==> src/rtl/maze_player.sv <==
// Maze player: moves a cursor through a 15x10 wall maze from synchronized button presses.
// Optional MAZE_PLAYER_DEBOUNCE_EN adds a 16-bit stability debouncer per button.
module maze_player (
  input  logic         clk,
  input  logic         rst,
  input  logic         maze_valid,
  input  logic [159:0] h_walls,
  input  logic [164:0] v_walls,
  input  logic [3:0]   btn,
  output logic [3:0]   player_x,
  output logic [3:0]   player_y,
  output logic [9:0]   moves,
  output logic         won,
  output logic         bump
);

  localparam int unsigned X_MAX     = 14;
  localparam int unsigned Y_MAX     = 9;
  localparam int unsigned MOVES_MAX = 1023;

  localparam logic [1:0] S_IDLE = 2'd0;
  localparam logic [1:0] S_PLAY = 2'd1;
  localparam logic [1:0] S_WON  = 2'd2;

  localparam int unsigned BTN_UP    = 0;
  localparam int unsigned BTN_DOWN  = 1;
  localparam int unsigned BTN_LEFT  = 2;
  localparam int unsigned BTN_RIGHT = 3;

  logic [3:0] sync1_q, sync2_q, prev_q, level;
  logic [3:0] press;

  logic [1:0] state_q, state_d;
  logic [3:0] x_q, x_d, y_q, y_d;
  logic [9:0] moves_q, moves_d;
  logic       won_q, won_d;
  logic       bump_q, bump_d;

  // Two-flop synchronizer plus rising-edge history of the (debounced) level
  always_ff @(posedge clk) begin
    if (rst) begin
      sync1_q <= '0;
      sync2_q <= '0;
      prev_q  <= '0;
    end else begin
      sync1_q <= btn;
      sync2_q <= sync1_q;
      prev_q  <= level;
    end
  end

`ifdef MAZE_PLAYER_DEBOUNCE_EN
  logic [3:0]  deb_q;
  logic [15:0] cnt_q [4];

  // Level flips only after 65535 consecutive cycles disagreeing with it
  always_ff @(posedge clk) begin
    if (rst) begin
      deb_q <= '0;
      for (int i = 0; i < 4; i++) cnt_q[i] <= '0;
    end else begin
      for (int i = 0; i < 4; i++) begin
        if (sync2_q[i] == deb_q[i]) begin
          cnt_q[i] <= '0;
        end else if (cnt_q[i] == 16'hFFFE) begin
          deb_q[i] <= sync2_q[i];
          cnt_q[i] <= '0;
        end else begin
          cnt_q[i] <= cnt_q[i] + 16'd1;
        end
      end
    end
  end

  assign level = deb_q;
`else
  assign level = sync2_q;
`endif

  assign press = level & ~prev_q;

  logic [7:0] v_up_idx, v_dn_idx, h_l_idx, h_r_idx;
  logic       single, blocked;
  logic [3:0] nx, ny;

  assign v_up_idx = 8'(y_q) * 8'd15 + 8'(x_q);
  assign v_dn_idx = (8'(y_q) + 8'd1) * 8'd15 + 8'(x_q);
  assign h_l_idx  = {y_q, x_q};
  assign h_r_idx  = {y_q, x_q} + 8'd1;
  assign single   = (press != 4'd0) && ((press & (press - 4'd1)) == 4'd0);

  // Target cell and wall/border check for a one-hot request
  always_comb begin
    nx      = x_q;
    ny      = y_q;
    blocked = 1'b1;
    if (press[BTN_UP]) begin
      ny      = y_q - 4'd1;
      blocked = (y_q == 4'd0) || v_walls[v_up_idx];
    end else if (press[BTN_DOWN]) begin
      ny      = y_q + 4'd1;
      blocked = (y_q == 4'(Y_MAX)) || v_walls[v_dn_idx];
    end else if (press[BTN_LEFT]) begin
      nx      = x_q - 4'd1;
      blocked = (x_q == 4'd0) || h_walls[h_l_idx];
    end else if (press[BTN_RIGHT]) begin
      nx      = x_q + 4'd1;
      blocked = (x_q == 4'(X_MAX)) || h_walls[h_r_idx];
    end
  end

  always_ff @(posedge clk) begin
    if (rst) begin
      state_q <= S_IDLE;
      x_q     <= '0;
      y_q     <= '0;
      moves_q <= '0;
      won_q   <= 1'b0;
      bump_q  <= 1'b0;
    end else begin
      state_q <= state_d;
      x_q     <= x_d;
      y_q     <= y_d;
      moves_q <= moves_d;
      won_q   <= won_d;
      bump_q  <= bump_d;
    end
  end

  always_comb begin
    state_d = state_q;
    x_d     = x_q;
    y_d     = y_q;
    moves_d = moves_q;
    bump_d  = 1'b0;
    case (state_q)
      S_IDLE: begin
        x_d     = '0;
        y_d     = '0;
        moves_d = '0;
        if (maze_valid) state_d = S_PLAY;
      end
      S_PLAY: begin
        if (!maze_valid) begin
          state_d = S_IDLE;
          x_d     = '0;
          y_d     = '0;
          moves_d = '0;
        end else if (single) begin
          if (blocked) begin
            bump_d = 1'b1;
          end else begin
            x_d = nx;
            y_d = ny;
            if (moves_q != 10'(MOVES_MAX)) moves_d = moves_q + 10'd1;
            if (nx == 4'(X_MAX) && ny == 4'(Y_MAX)) state_d = S_WON;
          end
        end
      end
      S_WON: begin
        if (!maze_valid) begin
          state_d = S_IDLE;
          x_d     = '0;
          y_d     = '0;
          moves_d = '0;
        end
      end
      default: state_d = S_IDLE;
    endcase
    won_d = (state_d == S_WON);
  end

  assign player_x = x_q;
  assign player_y = y_q;
  assign moves    = moves_q;
  assign won      = won_q;
  assign bump     = bump_q;

endmodule
==> config.mk <==
export PLATFORM = sky130hd
export DESIGN_NAME = maze_player
export DESIGN_NICKNAME = d
export VERILOG_FILES = /design/src/rtl/maze_player.sv
export SDC_FILE = /design/constraint.sdc
export NUM_CORES = 1
export LEC_CHECK = 0
export CORE_ASPECT_RATIO = 0.5
export CORE_MARGIN = 2
export CORE_UTILIZATION = 25
export DETAILED_ROUTE_END_ITERATION = 16
export SLEW_MARGIN = 20
export SYNTH_ARGS = -nofsm -noshare
export SYNTH_HDL_FRONTEND = slang
export SYNTH_SLANG_ARGS = --single-unit
export TNS_END_PERCENT = 1
==> constraint.sdc <==
create_clock -name clk -period 8.2 [get_ports clk]
set_input_delay 1.23 -clock clk [delete_from_list [all_inputs] [get_ports clk]]
set_output_delay 1.23 -clock clk [all_outputs]
set_load 0.05 [all_outputs]
==> results of run 1 <==
[state kept, by name (all words and copies together), names as in the netlist]
| signal | count |
|---|---|
| bump | 1 |
| level | 4 |
| moves | 10 |
| player_x | 4 |
| player_y | 4 |
| prev_q | 4 |
| state_q | 2 |
| sync1_q | 4 |
| won | 1 |
[through the flow]
stage / instance area, sq um / total power [mW] / setup slack [ps] / hold slack (ps) / std cells
finish: 12600 / 0.731 / 1320 / 437 / 1498
global route: 12600 / 0.763 / 890 / 465 / 1497
CTS: 12600 / 0.735 / 1260 / 445 / 1496
detailed placement: 12500 / 0.533 / 1260 / 432 / 1488
global placement: 12500 / 0.527 / 1590 / 425 / 1488
floorplan: 8550 / 0.316 / 2070 / 414 / 741
[layer usage]
layer | vias to the layer above | track usage (%) | wire length, um
li1 | 3701 | - | -
met1 | 4234 | 23.0 | 13700
met2 | 300 | 35.0 | 18100
met3 | 49 | 2.57 | 1830
met4 | 0 | 3.90 | 692
met5 | - | 0 | 0
[final cells by class]
type / instances / area (sq um)
Antenna cell: 2 / 5.00
Clock buffer: 8 / 158
Fill cell: 3240 / 20800
Inverter: 36 / 135
Multi-Input combinational cell: 613 / 7500
Sequential cell: 34 / 688
Tap cell: 441 / 552
Timing Repair Buffer: 364 / 3610
[report_power, final]
group	switching [mW]	total [mW]	internal, mW	leakage, nW
clock network	0.0678	0.199	0.131	0.0763
logic	0.119	0.362	0.242	4.22
registers	0.00218	0.170	0.168	0.278
[cell usage after synthesis (6+ instances only)]
cell type	n
a21oi_1	20
and2_1	7
and3_1	6
buf_2	25
buf_4	9
clkbuf_1	20
dfxtp_1	34
fa_1	14
ha_1	43
inv_1	33
mux2_2	11
mux2i_1	45
mux4_2	172
nand2_1	45
nand2b_1	10
nand3_1	28
nand4_1	7
nor2_1	24
nor2b_1	17
nor3_1	6
o211ai_1	6
o21ai_0	22
o311ai_0	7
o31ai_1	9
or2_2	6
xnor2_1	18
xor2_1	6
[final timing paths]
check                                  from       end  slack, ps  cells after the start
worst max-delay path            player_y[1]  moves[5]       1320                     17
worst min-delay path             sync1_q[2]  level[2]        440                      1
worst max register to register  player_y[1]  moves[5]       1320                     17
worst min register to register   sync1_q[2]  level[2]        440                      1
[kinds of logic (layout without fill, tap and decap cells)]
group	count (synthesis)	after routing	synth area share (%)
other	0	2	0
DFF	34	34	7.96
xor gates and xnor gates	26	26	2.97
and+or+nand+nor	175	175	10.8
muxes	233	233	53.5
AOI/OAI and AO/OA	122	122	10.3
adders and majority gates	57	57	9.57
buffers and inverters	94	408	4.89
[worst max-delay path, stage by stage (launching register included)]
cell      delay [ps]
dfxtp_1          700
inv_1            340
ha_1             480
xnor2_1          270
ha_1             310
fa_1             510
fa_1             420
ha_1             440
xor2_4           750
mux4_2           350
mux2i_1           80
mux4_2           490
mux2i_1          160
o211ai_1         100
o311a_1          210
nor3_2           700
a211o_1          330
o31ai_1          100
==> out/qor.csv, run 1 <==
stage,metric,value,unit
clock_tree,clk_lat worst skew,280,ps
floorplanning,Die Y,135,um
sta,Setup-failing EPs final,0,
grt,all-layer global routing usage,18.7,%
grt,first-pass GRT wire length,51600,um
logic_synthesis,ranking of synthesized cells by area,"mux4_2, dfxtp_1, ha_1",
clock_tree,setup bufs post-CTS,0,
sta,Tcrit/Tclk final,83.9,%
routing,Initial DRC Count,483,
finish,share of post-route cells with drive strength above 1,21.3,%
clock_tree,Clock Sinks,34,
clock_tree,CTS max path bufs,2,
floorplanning,num rows,47,
clock_tree,CTS H-tree lvls,2,
finish,fin util,37.9,%
clock_tree,Clock Root Buffer,clkbuf_16,
finish,most frequent cells in the layout,"clkdlybuf4s50_1, mux4_2, mux2i_1, nand2_1, ha_1",
logic_synthesis,Mean Syn Cell Area,11.5,sq um
routing,DR vias/cell,5.53,
routing,post-DR wirelength/cell,22.9,um
placement,port bufs,351,
pwr,peak supply drop,75.7,uV
clock_tree,Num CTS Buffers,5,
critical_path,WP data required,8340,ps
routing,DRT antenna net count,0,
logic_synthesis,Synth top area share,45.3,%
clock_tree,CTS tree,done,
placement,GP Congestion,0.935,
sta,clock skew,5.04,ps
sta,"Hold Violations, Final",0,
critical_path,CP Max Fanout,20,
sta,Slew Limit Headroom,29.5,%
floorplanning,Initial Util,25.6,%
floorplanning,Core Box Area,33400,sq um
placement,DP Wirelength,28500,um
grt,initial antenna violation count,3,
grt,vias in the first global route,8785,
sta,Max Slew Vio Count,0,
finish,# nets final,1443,
routing,total number of vias,8284,
clock_tree,Clock transition at path regs,60,ps
logic_synthesis,"Seq/Total Area, Yosys",7.96,%
routing,DR pass1 iterations,5,
grt,total gr overflow,0,
logic_synthesis,Syn Inst Count,741,
floorplanning,Ports,352,
finish,area grow syn2layout,47.9,%
critical_path,Crit. End Element,flop,
floorplanning,die width,266,um
logic_synthesis,"Async S/R FF share, synth",0,%
clock_tree,CTS-repair resized insts,0,
worst_hold_path,Hold Path Class,flop to flop,
floorplanning,die area,35800,sq um
pwr,leak pwr,4.57,nW
sta,Max Clk Rate,145,MHz
logic_synthesis,ys flop type,dfxtp_1,
critical_path,Startpoint Class,flop,
clock_tree,"Hold-fix buffers, CTS",0,
routing,drt drc,0,
sta,min cycle time layout,6880,ps
pwr,Power Dens Cells,57.8,nW/um^2
logic_synthesis,synthesized net count,1130,
logic_synthesis,"Distinct cells, synth",72,
logic_synthesis,number of flops mapped to enable cells by yosys,0,
sta,setup_tns,0,ps
routing,Routed WL,34400,um
run,MaxCap Viol Count,0,
logic_synthesis,largest area contributor in the synthesized netlist,mux4_2,
logic_synthesis,Seq cells post-synth,34,
critical_path,CP Class,flop to flop,
critical_path,crit path DAT,7020,ps
logic_synthesis,yosys warns,0,
grt,largest net degree at the start of global routing,66,
logic_synthesis,Mapped Area,8550,sq um
outcome,outcome,finished clean,
sta,RSZ-0062 raised after global routing,no,
sta,Tightest Pin Transition,1060,ps
finish,"commonest non-fill, non-tap cell in the layout",clkdlybuf4s50_1,
Power figures use the tool's default switching activity.
==> inputs of run 2 (changes only) <==
Clock period 8.2 ns to 6.4 ns, I/O delays scaled along.
==> out/qor.csv, run 2 (synthesized netlist as in run 1, its figures left out) <==
stage,metric,value,unit
finish,# nets final,1455,
critical_path,family with the most delay on the worst path,adder cells,
routing,DR vias/cell,5.53,
pwr,Power Dens Cells,74.2,nW/um^2
floorplanning,Core Box Area,33400,sq um
clock_tree,CTS H-tree lvls,2,
critical_path,slowest CP cell,dfxtp_1,
grt,all-layer global routing usage,19.1,%
clock_tree,Num CTS Buffers,5,
grt,initial antenna violation count,2,
floorplanning,Initial Util,25.6,%
finish,share of post-route cells with drive strength above 1,22.3,%
finish,"commonest non-fill, non-tap cell in the layout",clkdlybuf4s50_1,
routing,total number of vias,8350,
grt,largest net degree at the start of global routing,66,
critical_path,Crit. End Element,flop,
critical_path,CP bufs+invs,3,
clock_tree,Clock Root Buffer,clkbuf_16,
outcome,outcome,finished clean,
sta,Max Clk Rate,169,MHz
critical_path,reg2reg end,moves[2],
sta,hold_ws,440,ps
critical_path,WP data required,6580,ps
sta,RSZ-0062 raised after global routing,no,
routing,Routed WL,34600,um
critical_path,CP Class,flop to flop,
clock_tree,"Hold-fix buffers, CTS",0,
critical_path,reg2reg path depth,17,
finish,fin util,38.2,%
finish,max reg flops,10,
pwr,Pwr Total,947,uW
critical_path,Startpoint Class,flop,
clock_tree,CTS-repair resized insts,0,
floorplanning,Die Y,135,um
critical_path,register-to-register setup slack,470,ps
clock_tree,clk_lat worst skew,280,ps
run,MaxCap Viol Count,0,
critical_path,crit path DAT,6110,ps
pwr,leak pwr,4.63,nW
clock_tree,setup bufs post-CTS,0,
worst_hold_path,hold path endpoint,level[0],
worst_hold_path,hold path start,sync1_q[0],
floorplanning,num rows,47,
clock_tree,CTS max path bufs,2,
worst_hold_path,Hold Path Stages,1,
placement,GP Congestion,0.890,
finish,most frequent cells in the layout,"clkdlybuf4s50_1, mux4_2, mux2i_1, nand2_1, ha_1",
placement,Cells after DPL,1500,
critical_path,CP Max Fanout,15,
critical_path,Critical Path Most Common Cell,ha_1,
floorplanning,die area,35800,sq um
pwr,peak supply drop,135,uV
routing,drt drc,0,
clock_tree,Clock Sinks,34,
sta,"Hold Violations, Final",0,
grt,vias in the first global route,8975,
routing,DR pass1 iterations,6,
grt,total gr overflow,0,
placement,port bufs,351,
routing,post-DR wirelength/cell,23.0,um
worst_hold_path,Hold Path Class,flop to flop,
critical_path,worst stage delay on the critical path,560,ps
grt,first-pass GRT wire length,52800,um
finish,Finished Layout Cells,1509,
sta,Slew Limit Headroom,34.2,%
clock_tree,Clock transition at path regs,60,ps
finish,area grow syn2layout,49.1,%
routing,Initial DRC Count,632,
sta,Setup-failing EPs final,0,
sta,setup_tns,0,ps
sta,Max Slew Vio Count,0,
sta,clock skew,5.62,ps
sta,min cycle time layout,5930,ps
critical_path,Critical R2R Launch,player_y[0],
routing,DRT antenna net count,0,
sta,Tcrit/Tclk final,92.6,%
critical_path,"Critical Path, Cell by Cell",inv_1 > ha_1 > xnor2_1 > ha_1 > fa_1 > fa_1 > ha_1 > xor2_4 > buf_4 > mux4_2 > mux2i_1 > o22a_1 > o311a_1 > nor3_2 > buf_4 > a211o_1 > o31ai_1,
placement,DP Wirelength,29100,um
clock_tree,CTS tree,done,
floorplanning,Ports,352,
floorplanning,die width,266,um
sta,Tightest Pin Transition,988,ps
-- run 2: cell types whose count changed in the layout (fill, tap and decap cells not counted), sizes merged --
| cell | delta |
|---|---|
| buf | +12 |
| clkbuf | -1 |
-- run 2: area by class of cell --
class | instances | area [sq um]
fill | 3202 | 20600
multi-input combinational | 613 | 7500
timing repair buffer | 376 | 3710
sequential | 34 | 688
tap | 441 | 552
clock buffer | 7 | 164
inverter | 36 | 135
antenna | 2 | 5.00
-- run 2: routing by layer --
metal  wire length (um)  vias to the layer above  share of wire (%)  GRT usage (%)
met5                  0                        -                  0              0
met4                817                        0                2.4           4.65
met3               1930                       50                5.6           1.90
met2              18300                      373                 53           36.0
met1              13600                     4208                 39           23.4
li1                   -                     3719                  -              -
-- run 2: through the flow --
step                      instance area [sq um]  setup WS [ps]
after floorplan                            8550            271
final                                     12800            474
after CTS                                 12800            436
after detailed placement                  12600            460
after global placement                    12600            648
after global routing                      12800           31.7
-- run 2: worst register-to-register path, stage by stage, from the launching register on --
cell and delay [ps]:
dfxtp_1 560, inv_1 110, ha_1 410, xnor2_1 180, ha_1 360, fa_1 510
fa_1 420, ha_1 440, xor2_4 390, buf_4 310, mux4_2 530, mux2i_1 170
o22a_1 170, o311a_1 370, nor3_2 90, buf_4 200, a211o_1 350, o31ai_1 260
-- run 2: where the power goes --
part	internal, mW	leakage (nW)	switching (mW)
logic	0.312	4.27	0.155
clock network	0.176	0.0811	0.0859
registers	0.215	0.278	0.00271
total	0.704	4.63	0.243
-- run 2: worst max path at each step --
stage           startpoint        to  slack (ps)  cells past startpoint
5_1_grt        player_y[0]  moves[2]          30                     18
6_report       player_y[0]  moves[2]         470                     17
4_1_cts        player_y[0]  moves[2]         440                     17
3_3_place_gp   player_y[0]  moves[8]         650                     17
3_5_place_dp   player_y[0]  moves[2]         460                     17
2_1_floorplan  player_y[0]  moves[9]         270                     20
==> inputs of run 3 (changes only) <==
Clock period 6.4 ns to 5.85 ns, I/O delays scaled along.
==> out/qor.csv, run 3 (synthesized netlist as in run 1, its figures left out) <==
stage,metric,value,unit
floorplanning,die area,35800,sq um
clock_tree,clk_lat worst skew,280,ps
grt,first-pass GRT wire length,52800,um
placement,DP Wirelength,29500,um
floorplanning,num rows,47,
sta,setup_tns,0,ps
grt,largest net degree at the start of global routing,58,
pwr,switching power,270,uW
sta,RSZ-0062 raised after global routing,no,
outcome,outcome,finished clean,
sta,min cycle time layout,5550,ps
clock_tree,Clock transition at path regs,60,ps
critical_path,WP data required,6020,ps
routing,DRT antenna net count,0,
routing,Routed WL,35000,um
run,MaxCap Viol Count,0,
critical_path,CP Max Fanout,15,
sta,Tightest Pin Transition,915,ps
floorplanning,die width,266,um
pwr,peak supply drop,87.9,uV
finish,share of post-route cells with drive strength above 1,23.6,%
pwr,Power Dens Cells,82.4,nW/um^2
finish,most frequent cells in the layout,"clkdlybuf4s50_1, mux4_2, mux2i_1, nand2_1, ha_1",
floorplanning,Die Y,135,um
pwr,Clock Power Share,28.9,%
pwr,Sw Share,25.4,%
placement,GP Congestion,0.950,
pwr,Comb power frac,48.7,%
routing,metal2 WL,18800,um
clock_tree,CTS max path bufs,2,
grt,vias in the first global route,9016,
grt,all-layer global routing usage,19.0,%
clock_tree,CTS tree,done,
pwr,Pwr Total,1.06,mW
critical_path,Crit. End Element,flop,
pwr,leak pwr,4.70,nW
clock_tree,Clock Root Buffer,clkbuf_16,
critical_path,CP Class,flop to flop,
pwr,Reg power frac,22.4,%
finish,area grow syn2layout,50.7,%
routing,drt drc,0,
routing,DR pass1 iterations,5,
sta,Max Clk Rate,180,MHz
clock_tree,Num CTS Buffers,5,
routing,top sig layer,met5,
placement,port bufs,351,
worst_hold_path,Hold Path Class,flop to flop,
finish,# nets final,1466,
sta,Tcrit/Tclk final,94.8,%
floorplanning,Core Box Area,33400,sq um
routing,Initial DRC Count,602,
sta,Slew Limit Headroom,38.8,%
floorplanning,Ports,352,
sta,Setup-failing EPs final,0,
pwr,P_int,793,uW
finish,"commonest non-fill, non-tap cell in the layout",clkdlybuf4s50_1,
grt,initial antenna violation count,2,
routing,post-DR wirelength/cell,23.1,um
routing,DR vias/cell,5.54,
sta,clock skew,7.56,ps
grt,total gr overflow,0,
sta,Max Slew Vio Count,0,
sta,"Hold Violations, Final",0,
routing,met3 wire length,1690,um
routing,total number of vias,8419,
clock_tree,CTS H-tree lvls,2,
clock_tree,Clock Sinks,34,
finish,max reg flops,10,
floorplanning,Initial Util,25.6,%
routing,met1 WL,13700,um
critical_path,crit path DAT,5720,ps
critical_path,Startpoint Class,flop,
-- run 3: area by class of cell --
type	instances	area (sq um)
Tap cell	441	552
Multi-Input combinational cell	613	7530
Clock buffer	7	143
Fill cell	3238	20500
Sequential cell	34	692
Clock inverter	1	30.0
Timing Repair Buffer	387	3810
Inverter	36	135
Antenna cell	1	2.50
-- run 3: critical path, cell delays in order (launching register included) --
cell,delay [ps]
dfxtp_2,530
ha_1,320
xnor2_1,210
inv_1,130
ha_1,330
fa_1,510
fa_1,420
ha_1,400
and3_1,200
or3_1,400
nand2_1,180
mux4_2,520
mux2i_1,150
o211ai_1,120
o311a_4,180
nor4b_4,410
nor2_2,150
o221a_2,280
-- run 3: layer usage --
metal  vias to the layer above  track usage (%)
li1                       3758                -
met4                         2             4.71
met2                       283             36.2
met5                         -                0
met3                        63             2.13
met1                      4313             22.9
-- run 3: per-stage QoR --
step                setup WS, ps  cell area, sq um  utilization (%)  cells  hold slack (ps)
floorplan                   97.1              8560                -    741              414
global placement             380             12700             37.9   1508              434
detailed placement           123             12700             37.9   1508              427
CTS                          116             12800             38.4   1516              441
global route                20.1             12900             38.6   1519              455
finish                       303             12900             38.6   1520              438
-- run 3: final timing paths --
kind / from / to / slack, ps / cells after the start
max: player_y[1] / moves[9] / 300 / 17
min: sync1_q[0] / level[0] / 440 / 1
max reg2reg: player_y[1] / moves[9] / 300 / 17
min reg2reg: sync1_q[0] / level[0] / 440 / 1
-- run 3: what timing repair did --
| item | CTS | global route |
|---|---|---|
| hold buffers | 0 | 0 |
| endpoints found under the setup margin | 0 | 16 |
| buffers inserted | 0 | 3 |
| gates resized for setup | 0 | 5 |
-- run 3: power groups by stage --
stage	clock [mW]	sequential, mW	combinational (mW)
final	0.307	0.238	0.518
after detailed placement	0	0.243	0.512
after floorplan	0	0.246	0.197
after global routing	0.322	0.239	0.548
after global placement	0	0.243	0.505
after CTS	0.312	0.238	0.515
